<file path="config.mk">
export PLATFORM = sky130hd
export DESIGN_NAME = uart_rx_cfg
export DESIGN_NICKNAME = d
export VERILOG_FILES = /design/src/rtl/uart_pkg.sv /design/src/rtl/uart_rx_fifo.sv /design/src/rtl/uart_rx_cfg.sv
export SDC_FILE = /design/constraint.sdc
export NUM_CORES = 1
export LEC_CHECK = 0
export BUFFER_PORTS_ARGS = -buffer_cell sky130_fd_sc_hd__buf_2
export CORE_MARGIN = 5
export CORE_UTILIZATION = 45
export CTS_BUF_LIST = sky130_fd_sc_hd__clkbuf_4 sky130_fd_sc_hd__clkbuf_8
export CTS_CLUSTER_SIZE = 14
export DETAILED_ROUTE_END_ITERATION = 8
export GPL_TIMING_DRIVEN = 0
export SLEW_MARGIN = 5
export SYNTH_ARGS = -nofsm -noshare
export SYNTH_HDL_FRONTEND = slang
export SYNTH_SLANG_ARGS = --single-unit
</file>
<file path="constraint.sdc">
create_clock -name clk -period 2.51 [get_ports clk]
set_clock_uncertainty 0.15 [all_clocks]
set_input_delay 0.1255 -clock clk [delete_from_list [all_inputs] [get_ports clk]]
set_output_delay 0.1255 -clock clk [all_outputs]
set_load 0.05 [all_outputs]
</file>
<file path="src/rtl/uart_pkg.sv">
// uart_pkg: shared types and helpers for the configurable UART receiver
package uart_pkg;
  typedef enum logic [1:0] {NONE, ODD, EVEN} parity_t;
  typedef enum logic [2:0] {IDLE, START, DATA, PARITY, STOP, PUSH, BREAK_WAIT} rx_state_t;
  function automatic int calc_div(input int clk_hz, input int baud, input int os);
    return clk_hz / (baud * os);
  endfunction
  function automatic logic majority3(input logic [2:0] s);
    return (s[0] & s[1]) | (s[0] & s[2]) | (s[1] & s[2]);
  endfunction
endpackage

</file>
<file path="src/rtl/uart_rx_fifo.sv">
// uart_rx_fifo: first-word-fall-through FIFO with occupancy count and drop flag
module uart_rx_fifo #(
  parameter int WIDTH = 10,
  parameter int DEPTH = 4
) (
  input  logic                     clk,
  input  logic                     rst_n,
  input  logic                     i_wr,
  input  logic                     i_rd,
  input  logic [WIDTH-1:0]         i_data,
  output logic [WIDTH-1:0]         o_data,
  output logic                     o_valid,
  output logic                     o_drop,
  output logic [$clog2(DEPTH):0]   o_count
);
  localparam int AW = $clog2(DEPTH);
  localparam logic [AW:0] FULL = DEPTH[AW:0];
  logic [WIDTH-1:0] r_mem [DEPTH];
  logic [AW-1:0] r_wr, r_rd;
  logic [AW:0] r_count;
  logic w_push, w_pop;
  assign o_valid = r_count != '0;
  assign w_pop = i_rd && o_valid;
  // a pop in the same cycle frees the slot the full-FIFO write lands in
  assign w_push = i_wr && (r_count != FULL || w_pop);
  assign o_drop = i_wr && !w_push;
  assign o_data = o_valid ? r_mem[r_rd] : '0;
  assign o_count = r_count;
  always_ff @(posedge clk)
    if (w_push) r_mem[r_wr] <= i_data;
  always_ff @(posedge clk or negedge rst_n)
    if (!rst_n) begin
      r_wr <= '0;
      r_rd <= '0;
      r_count <= '0;
    end else begin
      if (w_push) r_wr <= r_wr + 1'b1;
      if (w_pop) r_rd <= r_rd + 1'b1;
      r_count <= r_count + {{AW{1'b0}}, w_push} - {{AW{1'b0}}, w_pop};
    end
endmodule

</file>
<file path="src/rtl/uart_rx_cfg.sv">
// uart_rx_cfg: oversampled UART receiver with majority voting, error flags, break detect and output FIFO
module uart_rx_cfg
  import uart_pkg::*;
#(
  parameter int CLK_FREQ_HZ = 100_000_000,
  parameter int BAUD_RATE   = 115200,
  parameter int DATA_BITS   = 8,
  parameter int PARITY      = 0,
  parameter int STOP_BITS   = 1,
  parameter int OVERSAMPLE  = 16,
  parameter int FIFO_DEPTH  = 4
) (
  input  logic                          clk,
  input  logic                          rst_n,
  input  logic                          rx,
  output logic [DATA_BITS-1:0]          rx_data,
  output logic                          rx_valid,
  input  logic                          rx_ready,
  output logic                          rx_frame_err,
  output logic                          rx_parity_err,
  output logic                          rx_overrun,
  input  logic                          err_clear,
  output logic                          rx_break,
  output logic [$clog2(FIFO_DEPTH):0]   fifo_count
);
  localparam int DIV = calc_div(CLK_FREQ_HZ, BAUD_RATE, OVERSAMPLE);
  localparam int DIVW = $clog2(DIV);
  localparam int OSW = $clog2(OVERSAMPLE);
  localparam int BW = $clog2(DATA_BITS);
  localparam parity_t P_MODE = parity_t'(PARITY);

  if (DIV < 2) begin : g_div_chk
    $error("uart_rx_cfg: clock divider below 2");
  end

  rx_state_t r_state, w_next;
  logic [1:0] r_sync, r_samp;
  logic [DIVW-1:0] r_div;
  logic [OSW-1:0] r_os;
  logic [BW-1:0] r_bit;
  logic [DATA_BITS-1:0] r_data;
  logic [DATA_BITS+1:0] w_head;
  logic r_par, r_par_err, r_frame_err, r_stop0, r_overrun;
  logic w_rx_s, w_start, w_tick, w_dec, w_maj, w_last, w_push, w_break, w_drop;

  assign w_rx_s = r_sync[1];
  assign w_start = r_state == IDLE && !w_rx_s;
  assign w_tick = r_state != IDLE && r_div == DIVW'(DIV - 1);
  assign w_dec = w_tick && r_os == OSW'(OVERSAMPLE / 2 + 1);
  assign w_maj = majority3({r_samp, w_rx_s});
  assign w_last = r_bit == BW'(r_state == DATA ? DATA_BITS - 1 : STOP_BITS - 1);

  always_ff @(posedge clk or negedge rst_n)
    if (!rst_n) begin
      r_sync <= 2'b11;
      r_div <= '0;
      r_os <= '0;
      r_samp <= '0;
    end else begin
      r_sync <= {r_sync[0], rx};
      r_div <= (w_start || w_tick) ? '0 : r_state != IDLE ? r_div + 1'b1 : r_div;
      r_os <= w_start ? '0 : w_tick ? (r_os == OSW'(OVERSAMPLE - 1) ? '0 : r_os + 1'b1) : r_os;
      if (w_tick && (r_os == OSW'(OVERSAMPLE / 2 - 1) || r_os == OSW'(OVERSAMPLE / 2)))
        r_samp <= {r_samp[0], w_rx_s};
    end

  always_ff @(posedge clk or negedge rst_n)
    if (!rst_n) r_state <= IDLE;
    else r_state <= w_next;

  always_comb begin
    w_next = r_state;
    case (r_state)
      IDLE:             w_next = w_rx_s ? IDLE : START;
      START:            if (w_dec) w_next = w_maj ? IDLE : DATA;
      DATA:             if (w_dec && w_last) w_next = P_MODE != NONE ? uart_pkg::PARITY : STOP;
      uart_pkg::PARITY: if (w_dec) w_next = STOP;
      STOP:             if (w_dec && w_last) w_next = PUSH;
      PUSH:             w_next = w_break ? BREAK_WAIT : IDLE;
      BREAK_WAIT:       if (w_rx_s) w_next = IDLE;
      default:          w_next = IDLE;
    endcase
  end

  // an all-zero frame with a low first stop bit is a line break, not data
  always_comb begin
    w_break = r_state == PUSH && r_data == '0 && (P_MODE == NONE || !r_par) && !r_stop0;
    w_push = r_state == PUSH && !w_break;
  end

  always_ff @(posedge clk or negedge rst_n)
    if (!rst_n) begin
      r_bit <= '0;
      r_data <= '0;
      r_par <= 1'b0;
      r_par_err <= 1'b0;
      r_frame_err <= 1'b0;
      r_stop0 <= 1'b0;
    end else begin
      r_bit <= r_state != w_next ? '0 : w_dec ? r_bit + 1'b1 : r_bit;
      if (w_start) begin
        r_par <= 1'b0;
        r_par_err <= 1'b0;
        r_frame_err <= 1'b0;
      end
      if (w_dec && r_state == DATA) r_data <= {w_maj, r_data[DATA_BITS-1:1]};
      if (w_dec && r_state == uart_pkg::PARITY) begin
        r_par <= w_maj;
        r_par_err <= (^r_data ^ w_maj) != (P_MODE == ODD);
      end
      if (w_dec && r_state == STOP) begin
        if (r_bit == '0) r_stop0 <= w_maj;
        if (!w_maj) r_frame_err <= 1'b1;
      end
    end

  always_ff @(posedge clk or negedge rst_n)
    if (!rst_n) r_overrun <= 1'b0;
    else r_overrun <= w_drop | (r_overrun & ~err_clear);

  uart_rx_fifo #(.WIDTH(DATA_BITS + 2), .DEPTH(FIFO_DEPTH)) u_fifo (
    .clk     (clk),
    .rst_n   (rst_n),
    .i_wr    (w_push),
    .i_rd    (rx_ready),
    .i_data  ({r_frame_err, r_par_err, r_data}),
    .o_data  (w_head),
    .o_valid (rx_valid),
    .o_drop  (w_drop),
    .o_count (fifo_count)
  );

  assign {rx_frame_err, rx_parity_err, rx_data} = w_head;
  assign rx_overrun = r_overrun;
  assign rx_break = w_break;
endmodule

</file>
# After elaboration in Yosys (flattened, before gate mapping)
# Memory sizes are Yosys's and may differ from the RTL's.
# Cells that the tools add are included.
[totals]
latch_bits = 0
inputBits = 5
n_memories = 1
elab_cells = 102
output_inout_bits = 16
rom_bits = 0
ram_bits = 40
register_bits = 39
[classes]
n_eq_ne = 14
div_mod_pow = 0
muxes = 25
order_cmp = 0
n_shift = 0
bitwise_logic = 9
add_sub_neg = 7
reduce_logical = 32
mul = 0
[mem_list]
columns = ["memory", "depth", "width", "rd", "rd_ports_with_merged_regs", "write_ports", "line_no", "rtl"]
rows = [
  ["u_fifo.r_mem", 4, 10, 1, 0, 1, "uart_rx_fifo.sv:18", "logic [WIDTH-1:0] r_mem [DEPTH];"],
]
[ops]
columns = ["operator", "n"]
rows = [
  ["$mux W3", 9],
  ["$pmux W3 S7", 1],
  ["$logic_and A1 B1 Y1", 14],
  ["$eq A4 B4 Y1 const B", 3],
  ["$mux W4", 3],
  ["$mux W6", 2],
  ["$mux W10", 1],
  ["$eq A3 B3 Y1 const B", 3],
  ["$logic_not A8 Y1", 1],
  ["$mux W1", 8],
  ["$reduce_bool A2 Y1", 4],
  ["$reduce_xor A8 Y1", 1],
  ["$add A6 B1 Y6 const B", 1],
  ["$eq A3 B2 Y1 const B", 2],
  ["$eq A6 B6 Y1 const B", 1],
  ["$logic_not A3 Y1", 2],
  ["$reduce_bool A3 Y1", 2],
  ["$add A2 B1 Y2 const B", 2],
  ["$add A4 B1 Y4 const B", 1],
  ["$and A1 B1 Y1", 4],
  ["$eq A4 B3 Y1 const B", 1],
  ["$logic_not A1 Y1", 4],
  ["$add A3 B1 Y3", 1],
  ["$add A3 B1 Y3 const B", 1],
  ["other kinds (11)", 15],
]

# Longest topological paths before layout
# Gate-level depths: netlist of the first run.
[logic_depth]
word_depth = 9
mapped_depth = 10
depth_no_buf = 10

# Modules after synthesis
# A second synthesis of the first run with hierarchy kept.
[unflattened]
hier_cells = 278
area_unflattened_um2 = 3797.4
[modules_own_cells]
columns = ["mod", "area_each_um2", "seq_area_each_um2", "n_inst", "cells_per_inst"]
rows = [
  ["uart_rx_fifo", 1949.4, 1376.3, 1, 100],
  ["uart_rx_cfg", 1848.0, 803.3, 1, 178],
]

# Worst setup path after synthesis of the first run
# No wires, ideal clock.
[synth_timing]
path_type = "flip-flop to flip-flop"
start = "register u_fifo.r_count[1] (netlist: u_fifo.o_count[1])"
end = "register u_fifo.r_count[2] (netlist: u_fifo.o_count[2])"
path_stages_with_launch = 10
t_arrival_ns = 2.351
synth_period_minus_slack_ns = 2.642
required_time_ns = 2.219
path_slack_ns = -0.132
setup_ns = 0.141
path_buffers = 0
path_cell_list = "dfrtp_1 or3_1 and2_1 ha_1 inv_1 ha_1 inv_1 fa_1 xnor2_1 xnor2_1"
[synth_between]
elab_chain_len = 6
word_cells_on_any_way = 7
cone_classes = "2 x add/sub; 1 x eq/ne; 4 x reduce/logical"
[synth_lines]
columns = ["item", "line_no", "rtl"]
rows = [
  ["start, declared", "uart_rx_fifo.sv:20", "logic [AW:0] r_count;"],
  ["start signal, assigned", "uart_rx_fifo.sv:39", "r_count <= r_count + {{AW{1'b0}}, w_push} - {{AW{1'b0}}, w_pop};"],
  ["$reduce_bool A3 Y1 (*)", "uart_rx_fifo.sv:22", "assign o_valid = r_count != '0;"],
  ["$logic_and A1 B1 Y1 (*)", "uart_rx_fifo.sv:23", "assign w_pop = i_rd && o_valid;"],
  ["named net u_fifo.w_pop", "uart_rx_fifo.sv:21", "logic w_push, w_pop;"],
  ["$logic_or A1 B1 Y1", "uart_rx_fifo.sv:25", "assign w_push = i_wr && (r_count != FULL || w_pop);"],
  ["$logic_and A1 B1 Y1", "uart_rx_fifo.sv:25", ""],
  ["$add A3 B1 Y3", "uart_rx_fifo.sv:39", ""],
  ["$sub A3 B1 Y3 (*)", "uart_rx_fifo.sv:39", ""],
]
# The timed path passes the listed nets; every way through them passes the cells marked *.
# A chain may end at the register's enable or synchronous reset.

# Final worst setup path of the first run
[layout_timing]
start = "register u_fifo.r_count[2] (netlist: u_fifo.o_count[2])"
end = "register u_fifo.r_count[2] (netlist: u_fifo.o_count[2])"
# Same word-level chain as after synthesis.

==> results of run 1 <==
[cell type report]
class                           count  area (um2)  share of cell area
Buffer                             10        47.5              0.0113
Clock buffer                        9         124              0.0294
Clock inverter                      7        57.6              0.0136
Inverter                           22        82.6              0.0196
Multi-Input combinational cell    162        1420               0.337
Sequential cell                    79        2180               0.517
Tap cell                          105         131              0.0311
Timing Repair Buffer               28         173              0.0409
[through the flow]
step / cell area, um2 / util / setup WS, ns / setup TNS (ns) / hold WS [ns]
5_1_grt: 4220 / 0.521 / -0.0151 / -0.0151 / 0.217
2_1_floorplan: 3700 / - / 0.000765 / 0 / -0.320
6_report: 4220 / 0.521 / 0.110 / 0 / 0.208
4_1_cts: 4180 / 0.516 / 0.0321 / 0 / 0.209
3_3_place_gp: 3930 / 0.486 / -0.237 / -6.20 / 0.0816
3_5_place_dp: 3930 / 0.486 / -0.272 / -6.52 / 0.0828
[repair_timing]
item	4_1_cts	5_1_grt
pin swaps	0	4
endpoints found under the hold margin	40	0
gates resized for setup	3	4
hold buffers	5	0
endpoints found under the setup margin	42	5
setup buffers	0	3
[synth_stat cells, types with 4 or more instances]
cell type / instances / area (um2)
nor3_1: 9 / 45.0
mux2_2: 4 / 45.0
clkbuf_1: 6 / 22.5
nor2_1: 12 / 45.0
nand2_1: 9 / 33.8
mux2i_1: 11 / 110
mux4_2: 10 / 225
o21ai_0: 9 / 45.0
inv_1: 22 / 82.6
ha_1: 17 / 213
dfrtp_1: 37 / 926
edfxtp_1: 40 / 1200
and2_1: 17 / 106
nand3_1: 4 / 20.0
xnor2_1: 10 / 87.6
[how the worst max path moves through the flow]
stage,start,to,slack [ns],depth (start not counted)
6_report,u_fifo.o_count[2],u_fifo.o_count[2],0.11,9
2_1_floorplan,u_fifo.o_count[2],u_fifo.o_count[2],0.0008,9
4_1_cts,u_fifo.o_count[1],u_fifo.o_count[2],0.03,9
3_5_place_dp,r_data[4],u_fifo.o_count[2],-0.27,10
5_1_grt,u_fifo.o_count[2],u_fifo.o_count[2],-0.02,9
3_3_place_gp,r_data[4],u_fifo.o_count[2],-0.24,10
[flip-flops by register name, indices dropped and copies added, names as in the netlist, 3 cells and up]
register        count
u_fifo.o_count      3
u_fifo.r_mem       40
r_div               6
r_os                4
r_state             3
r_data              8
r_bit               3
[where the power goes]
group          total (uW)  internal, uW  switching (uW)
Clock                 872           370             502
Combinational         527           210             317
Sequential           1440          1400            38.3
Total                2840          1980             857
[routing by layer]
| layer | part of all wire | GRT usage | vias to the layer above |
|---|---|---|---|
| met5 | 0 | 0 | - |
| met4 | 0.016 | 0.0591 | 0 |
| met3 | 0.036 | 0.0401 | 9 |
| met2 | 0.49 | 0.221 | 32 |
| met1 | 0.46 | 0.173 | 1053 |
| li1 | - | - | 1071 |
[critical path: cells and delay by family, from the launching register on]
kind | cells | cell delay (ns)
xor+xnor | 2 | 0.27
fa+ha+maj | 3 | 0.74
buf+inv | 2 | 0.11
flops | 1 | 0.43
simple gates | 2 | 0.59
[cell families (layout without fill, tap and decap cells)]
logic type | Yosys count | after routing | synth area share
DFF | 79 | 79 | 0.590
and+or+nand+nor | 75 | 75 | 0.120
buffers and inverters | 32 | 76 | 0.0352
AOI/OAI and AO/OA | 30 | 30 | 0.0542
muxes | 26 | 26 | 0.107
adders and majority gates | 19 | 19 | 0.0657
xor gates and xnor gates | 12 | 12 | 0.0284
[layout by cell type, fill, tap and decap left out, types with 9 or more instances in the layout]
master	netlist	final
edfxtp_1	40	40
mux2i_1	11	11
inv_1	22	22
o21ai_0	9	9
buf_2	2	22
mux4_2	10	10
dfrtp_1	37	34
nand2_1	9	9
ha_1	17	17
nor2_1	12	12
xnor2_1	10	9
clkbuf_8	0	9
and2_1	17	16
==> flow_summary.toml, run 1 <==
[detailed_routing]
via_per_inst = 5.13
wl_um = 6290
ant_nets = 0
vias = 2165
drc = 0
routedWlPerCell_um = 14.9
drt_iter0_markers = 55
first_pass_iters = 4

[die]
start_util = 0.457
die_h_um = 101
fp-row-count = 33
die-area_um2 = 10100
io_pins = 21
fp.coreArea_um2 = 8090
die_w_um = 101

[synth]
ys.warnings.count = 0
async_flop_share = 0.494
syn-cell-area_um2 = 3700
syn_avg_cell_area_um2 = 13.5
synth_fp_nets = 296
ys_seq_area_frac = 0.590
synth.distinct_cells = 49
syn_inst = 273
yosys_register_bits = 79
synthFlopType = "edfxtp_1"
synth-edff-count = 40

[layout]
nets = 335
finalNonFillerCells = 422
area_delta_synth_final_pct = 14.2
drive_gt1_frac = 0.230
nFillCells = 753
antennaDiodeCount = 0

[clock_network]
root_buffer = "clkbuf_8"
clock_path_buffers = 2
path_clk_slew_ns = 0.09
cts.sinks = 79
clk_latency_ns = 0.36
cts_tree = "yes"
htreeDepth = 3
cts-buffers-inserted = 9

[worst_setup_path]
reg2reg_depth = 9
critPathKind = "flop to flop"
worstReg2RegEnd = "u_fifo.o_count[2]"
slowest_stage = "dfrtp_2"
r2r_slack_ns = 0.11
slowest_delay_ns = 0.43
crit_fanout = 3
critPathRequiredTime_ns = 2.61
crit_path_start_kind = "flop"
worstPathCellList = "or3_4, and2_4, ha_1, inv_1, ha_1, inv_1, fa_2, xnor2_2, xnor2_1"
critPathCaptureType = "flop"
rr_startpoint = "u_fifo.o_count[2]"
critical_path_arrival_ns = 2.50

[placement]
hpwl_um = 4220
place.gp.congestion = 0.793
place_inst = 398
port-buffer-count = 20

[power]
p_leak_uw = 0.00181
ir_worst_vdd_uv = 276
p_per_area_nw_per_um2 = 673
fin_total_pwr_uw = 2840

[timing]
period_share = 0.956
finalHoldViolations = 0
max_freq_ghz = 0.417
finalSetupViolCount = 0
timing.final.crit_period_ns = 2.40
slew_headroom = 0.400
drv_slew = 0
worst_pin_slew_ns = 0.900

[grt]
grt_max_degree = 40
grtUsageTotal = 0.138
grt_antenna_before_repair = 0
first_global_vias = 2164
grt_overflow_total = 0
grt_first_pass_wirelength_um = 10600

[outcome]
status = "finished clean"

[worst_hold_path]
min_to = "r_sync[1]"
hp-class = "flop to flop"
hold_path_depth = 0
holdCritStartpoint = "r_sync[0]"

[run]
maxCapViolations = 0
No activity file was read; power rests on OpenSTA's default activity.
==> run 2, diff against run 1 <==
CORE_ASPECT_RATIO = 0.8   (was not set)
CORE_UTILIZATION = 54   (was 45)
PLACE_DENSITY = 0.75   (was not set)
==> run 2 against run 1 <==
Effect of this change: power fell by 1.1%; core utilization rose by 9.8 points; worst setup slack got worse by 0.013 ns; count of clock-buffer cells in the layout did not move; critical path depth did not move; combinational power fell by 3%; maximum frequency fell by 0.52%; critical path type unchanged; via count rose by 1.7%; sequential share of layout area rose by 0.42 points; worst hold slack improved by 0.0031 ns; first-iteration DRC count rose by 49%; highest routed layer unchanged; cell area fell by 0.80%.
==> flow_summary.toml, run 2 (synthesis results as in run 1) <==
[outcome]
status = "finished clean"

[placement]
dp_slack_ns = -0.287
hpwl_um = 4390
place_inst = 380
port-buffer-count = 20
place.gp.congestion = 0.846

[layout]
top_register = "u_fifo.r_mem"
multi_input_area_um2 = 1420
nets = 334
mostFrequentLayoutCells = "edfxtp_1, dfrtp_1, inv_1, buf_2, ha_1"
final_common_cell = "edfxtp_1"
ff_latch_area_um2 = 2180
area_delta_synth_final_pct = 13.3
nFillCells = 538
final_core_util = 0.620
largest_reg_flops = 40
finalNonFillerCells = 403
drive_gt1_frac = 0.234
antennaDiodeCount = 0
reg.largest.list = "u_fifo.r_mem (40), r_data (8), r_div (6)"

[detailed_routing]
first_pass_iters = 4
wl_um = 6410
vias = 2202
routedWlPerCell_um = 15.9
drc = 0
via_per_inst = 5.46
ant_nets = 0
drt_iter0_markers = 82

[worst_setup_path]
critical_path_arrival_ns = 2.50
crit_fanout = 4
worstPathCellList = "or3_4, and2_4, ha_1, inv_1, ha_1, inv_1, fa_2, xnor2_2, xnor2_1"
worst-path-buf-inv = 2
critPathRequiredTime_ns = 2.59
critPathKind = "flop to flop"
reg2reg_depth = 9
r2r_slack_ns = 0.1
slowest_stage = "dfrtp_2"
rr_startpoint = "u_fifo.o_count[2]"
critPathCaptureType = "flop"
slowest_delay_ns = 0.44
crit_family = "adder cells"
worstReg2RegEnd = "u_fifo.o_count[2]"
crit_path_start_kind = "flop"

[grt]
grtUsageTotal = 0.163
grt_antenna_before_repair = 0
first_global_vias = 2279
grt_overflow_total = 0
grt_max_degree = 40
grt_first_pass_wirelength_um = 10900

[timing]
timing.final.crit_period_ns = 2.41
finalSetupViolCount = 0
finalHoldViolations = 0
period_share = 0.961
worst_slack_ns = 0.0973
worst_pin_slew_ns = 0.855
max_freq_ghz = 0.414
slew_headroom = 0.430
drv_slew = 0

[power]
p_comb_frac = 0.182
switching_share = 0.297
power.switching_uw = 833
p_per_area_nw_per_um2 = 671
p_leak_uw = 0.00181
ir_worst_vdd_uv = 290
p_int_uw = 1980
clkPwrFrac = 0.302
p_seq_frac = 0.516

[die]
die_w_um = 102
die-area_um2 = 8610
fp.coreArea_um2 = 6760
start_util = 0.547
die_h_um = 84.0
io_pins = 21
fp-row-count = 27

[run]
maxCapViolations = 0

[clock_network]
htreeDepth = 3
clk_latency_ns = 0.34
root_buffer = "clkbuf_8"
cts.sinks = 79
cts-buffers-inserted = 9
path_clk_slew_ns = 0.08
cts_tree = "yes"
clock_path_buffers = 2

[worst_hold_path]
hold_path_depth = 0
min_to = "r_sync[1]"
holdCritStartpoint = "r_sync[0]"
hp-class = "flop to flop"
[run 2: how the worst max path moves through the flow]
stage / from / endpoint / slack [ns] / cells after the start
2_1_floorplan: u_fifo.o_count[2] / u_fifo.o_count[2] / 0.0008 / 9
3_3_place_gp: r_state[2] / u_fifo.o_count[2] / -0.22 / 9
3_5_place_dp: r_state[2] / u_fifo.o_count[2] / -0.29 / 9
4_1_cts: u_fifo.o_count[1] / u_fifo.o_count[2] / 0.02 / 9
5_1_grt: r_state[2] / u_fifo.r_mem[3][7] / -0.009 / 6
6_report: u_fifo.o_count[2] / u_fifo.o_count[2] / 0.1 / 9
[run 2: metrics by stage]
| step | TNS, ns | total power, uW | hold slack, ns | cell area, um2 |
|---|---|---|---|---|
| 6_report | 0 | 2810 | 0.211 | 4190 |
| 5_1_grt | -0.0570 | 2960 | 0.216 | 4190 |
| 4_1_cts | 0 | 2800 | 0.213 | 4140 |
| 3_5_place_dp | -6.07 | 1940 | 0.0817 | 3910 |
| 3_3_place_gp | -3.87 | 1930 | 0.0812 | 3910 |
| 2_1_floorplan | 0 | 1830 | -0.320 | 3700 |
[run 2: cell type report]
cell class / instances / area share
Buffer: 10 / 0.0114
Tap cell: 87 / 0.0260
Timing Repair Buffer: 27 / 0.0389
Multi-Input combinational cell: 162 / 0.340
Clock inverter: 7 / 0.0129
Inverter: 22 / 0.0197
Clock buffer: 9 / 0.0296
Sequential cell: 79 / 0.522
[run 2: repair_timing]
item	CTS	global route
buffers inserted	0	3
endpoints found under the setup margin	42	5
hold buffers	4	0
endpoints found under the hold margin	40	0
gates resized for setup	3	5
pin swaps	2	3
[run 2: routing by layer]
metal / vias up / GRT usage / wire length [um]
li1: 1063 / - / -
met1: 1094 / 0.215 / 2890
met2: 36 / 0.265 / 3130
met3: 9 / 0.0501 / 311
met4: 0 / 0.0358 / 80
met5: - / 0 / 0
[run 2: power by group through the flow]
stage	Clock, uW	Combinational [uW]	Sequential [uW]
after floorplan	0	268	1560
after global placement	0	456	1480
after detailed placement	0	466	1480
after CTS	869	480	1450
after global routing	937	563	1460
final	848	511	1450
==> run 3, diff against run 2 <==
CORE_ASPECT_RATIO = 2   (was 0.8)
REMOVE_ABC_BUFFERS = 1   (was not set)
==> run 3 against run 2 <==
Effect of this change: core utilization is 0.58 points higher; worst setup slack improved by 0.0053 ns; sequential power rose by 6%; critical path type unchanged.
==> flow_summary.toml, run 3 (synthesis results as in run 1) <==
[detailed_routing]
drc = 0
drt_iter0_markers = 61
vias = 2160
ant_nets = 0
first_pass_iters = 4
routedWlPerCell_um = 15.2
wl_um = 6010
via_per_inst = 5.47

[clock_network]
cts_tree = "yes"
cts.sinks = 79
path_clk_slew_ns = 0.08
cts-buffers-inserted = 9
htreeDepth = 3
root_buffer = "clkbuf_8"
clk_latency_ns = 0.35
clock_path_buffers = 2

[die]
fp-row-count = 42
die_w_um = 68.5
io_pins = 21
start_util = 0.554
fp.coreArea_um2 = 6670
die_h_um = 127
die-area_um2 = 8700

[grt]
grt_max_degree = 40
grt_antenna_before_repair = 0
first_global_vias = 2247
busiest_layer = "met2"
grtUsageMet3 = 0.0343
use_met2 = 0.289
grt_use_met1 = 0.167
grt_first_pass_wirelength_um = 10300
grt_overflow_total = 0
grtUsageTotal = 0.163

[worst_setup_path]
crit_fanout = 4
cp-startpoint = "u_fifo.o_count[2]"
critPathRequiredTime_ns = 2.63
critPathCaptureType = "flop"
rr_startpoint = "u_fifo.o_count[2]"
endpoint = "u_fifo.o_count[2]"
worstPathCellList = "or3_4, and2_1, ha_1, inv_1, ha_1, inv_1, fa_1, xnor2_1, xnor2_1"
slowest_delay_ns = 0.42
worstReg2RegEnd = "u_fifo.o_count[2]"
critical_path_arrival_ns = 2.53
critPathKind = "flop to flop"
crit_path_start_kind = "flop"
reg2reg_depth = 9
r2r_slack_ns = 0.10
slowest_stage = "dfrtp_1"

[layout]
final_common_cell = "edfxtp_1"
antennaDiodeCount = 0
nets = 325
final_cell_area_um2 = 4170
mostFrequentLayoutCells = "edfxtp_1, dfrtp_1, inv_1"
nFillCells = 533
area_delta_synth_final_pct = 12.9
top_register = "u_fifo.r_mem"
drive_gt1_frac = 0.215
reg.largest.list = "u_fifo.r_mem (40), r_data (8), r_div (6)"
largest_reg_flops = 40

[timing]
period_share = 0.959
finalHoldViolations = 0
timing.final.crit_period_ns = 2.41
max_freq_ghz = 0.415
worst_pin_slew_ns = 1.19
rsz0062_at_grt = "true"
drv_slew = 0
finalSetupViolCount = 0
slew_headroom = 0.198

[placement]
place.gp.congestion = 0.735
hpwl_um = 4400
port-buffer-count = 20
dpl_cell_area_um2 = 3860

[worst_hold_path]
hp-class = "flop to flop"
holdCritStartpoint = "r_sync[0]"

[power]
fin_total_pwr_uw = 2920
ir_worst_vdd_uv = 322
p_per_area_nw_per_um2 = 699
p_leak_uw = 0.00180

[outcome]
status = "finished clean"

[run]
maxCapViolations = 0
## run 3: what timing repair did
item / 4_1_cts / 5_1_grt
hold endpoints to repair: 40 / 0
hold buffers: 5 / 0
buffers inserted: 1 / 2
cloned: 0 / 0
endpoints found under the setup margin: 44 / 17
gates resized for setup: 4 / 3
pin swaps: 1 / 2
## run 3: power breakdown
group	internal (uW)	switching [uW]	total (uW)
clock	561	449	1010
combinational	169	212	381
sequential	1400	127	1530
total	2130	787	2920
## run 3: how the worst min path moves through the flow
| stage | to | slack, ns | cells after the start |
|---|---|---|---|
| floorplan | r_bit[0] | -0.32 | 0 |
| global placement | r_sync[0] | 0.08 | 1 |
| detailed placement | r_sync[0] | 0.08 | 1 |
| CTS | r_sync[1] | 0.21 | 0 |
| global route | r_sync[1] | 0.21 | 0 |
| finish | r_sync[1] | 0.21 | 0 |
## run 3: area by class of cell
class	count	area [um2]	area share
Sequential cell	79	2180	0.523
Tap cell	88	110	0.0264
Multi-Input combinational cell	162	1410	0.337
Clock buffer	9	124	0.0297
Inverter	22	82.6	0.0198
Clock inverter	7	93.8	0.0225
Timing Repair Buffer	28	173	0.0414
## run 3: worst max-delay path, delay by kind of cell (launching register included)
kind          cells  cell delay (ns)
xor+xnor          2             0.31
fa+ha+maj         3             0.76
buf+inv           2             0.10
simple gates      2             0.60
flops             1             0.42
## run 3: layer usage
metal / wire length (um) / share of wire
met5: 0 / 0
met4: 187 / 0.031
met3: 171 / 0.028
met2: 3560 / 0.59
met1: 2090 / 0.35
## run 3: metrics by stage
step	worst slack (ns)	hold slack (ns)	utilization	setup TNS (ns)	cells
floorplan	-0.525	-0.320	-	-0.875	263
global placement	-0.198	0.0829	0.578	-3.57	371
detailed placement	-0.218	0.0822	0.578	-4.65	371
CTS	0.0487	0.210	0.623	0	393
global route	-0.0259	0.213	0.625	-0.0259	395
finish	0.103	0.207	0.625	0	395
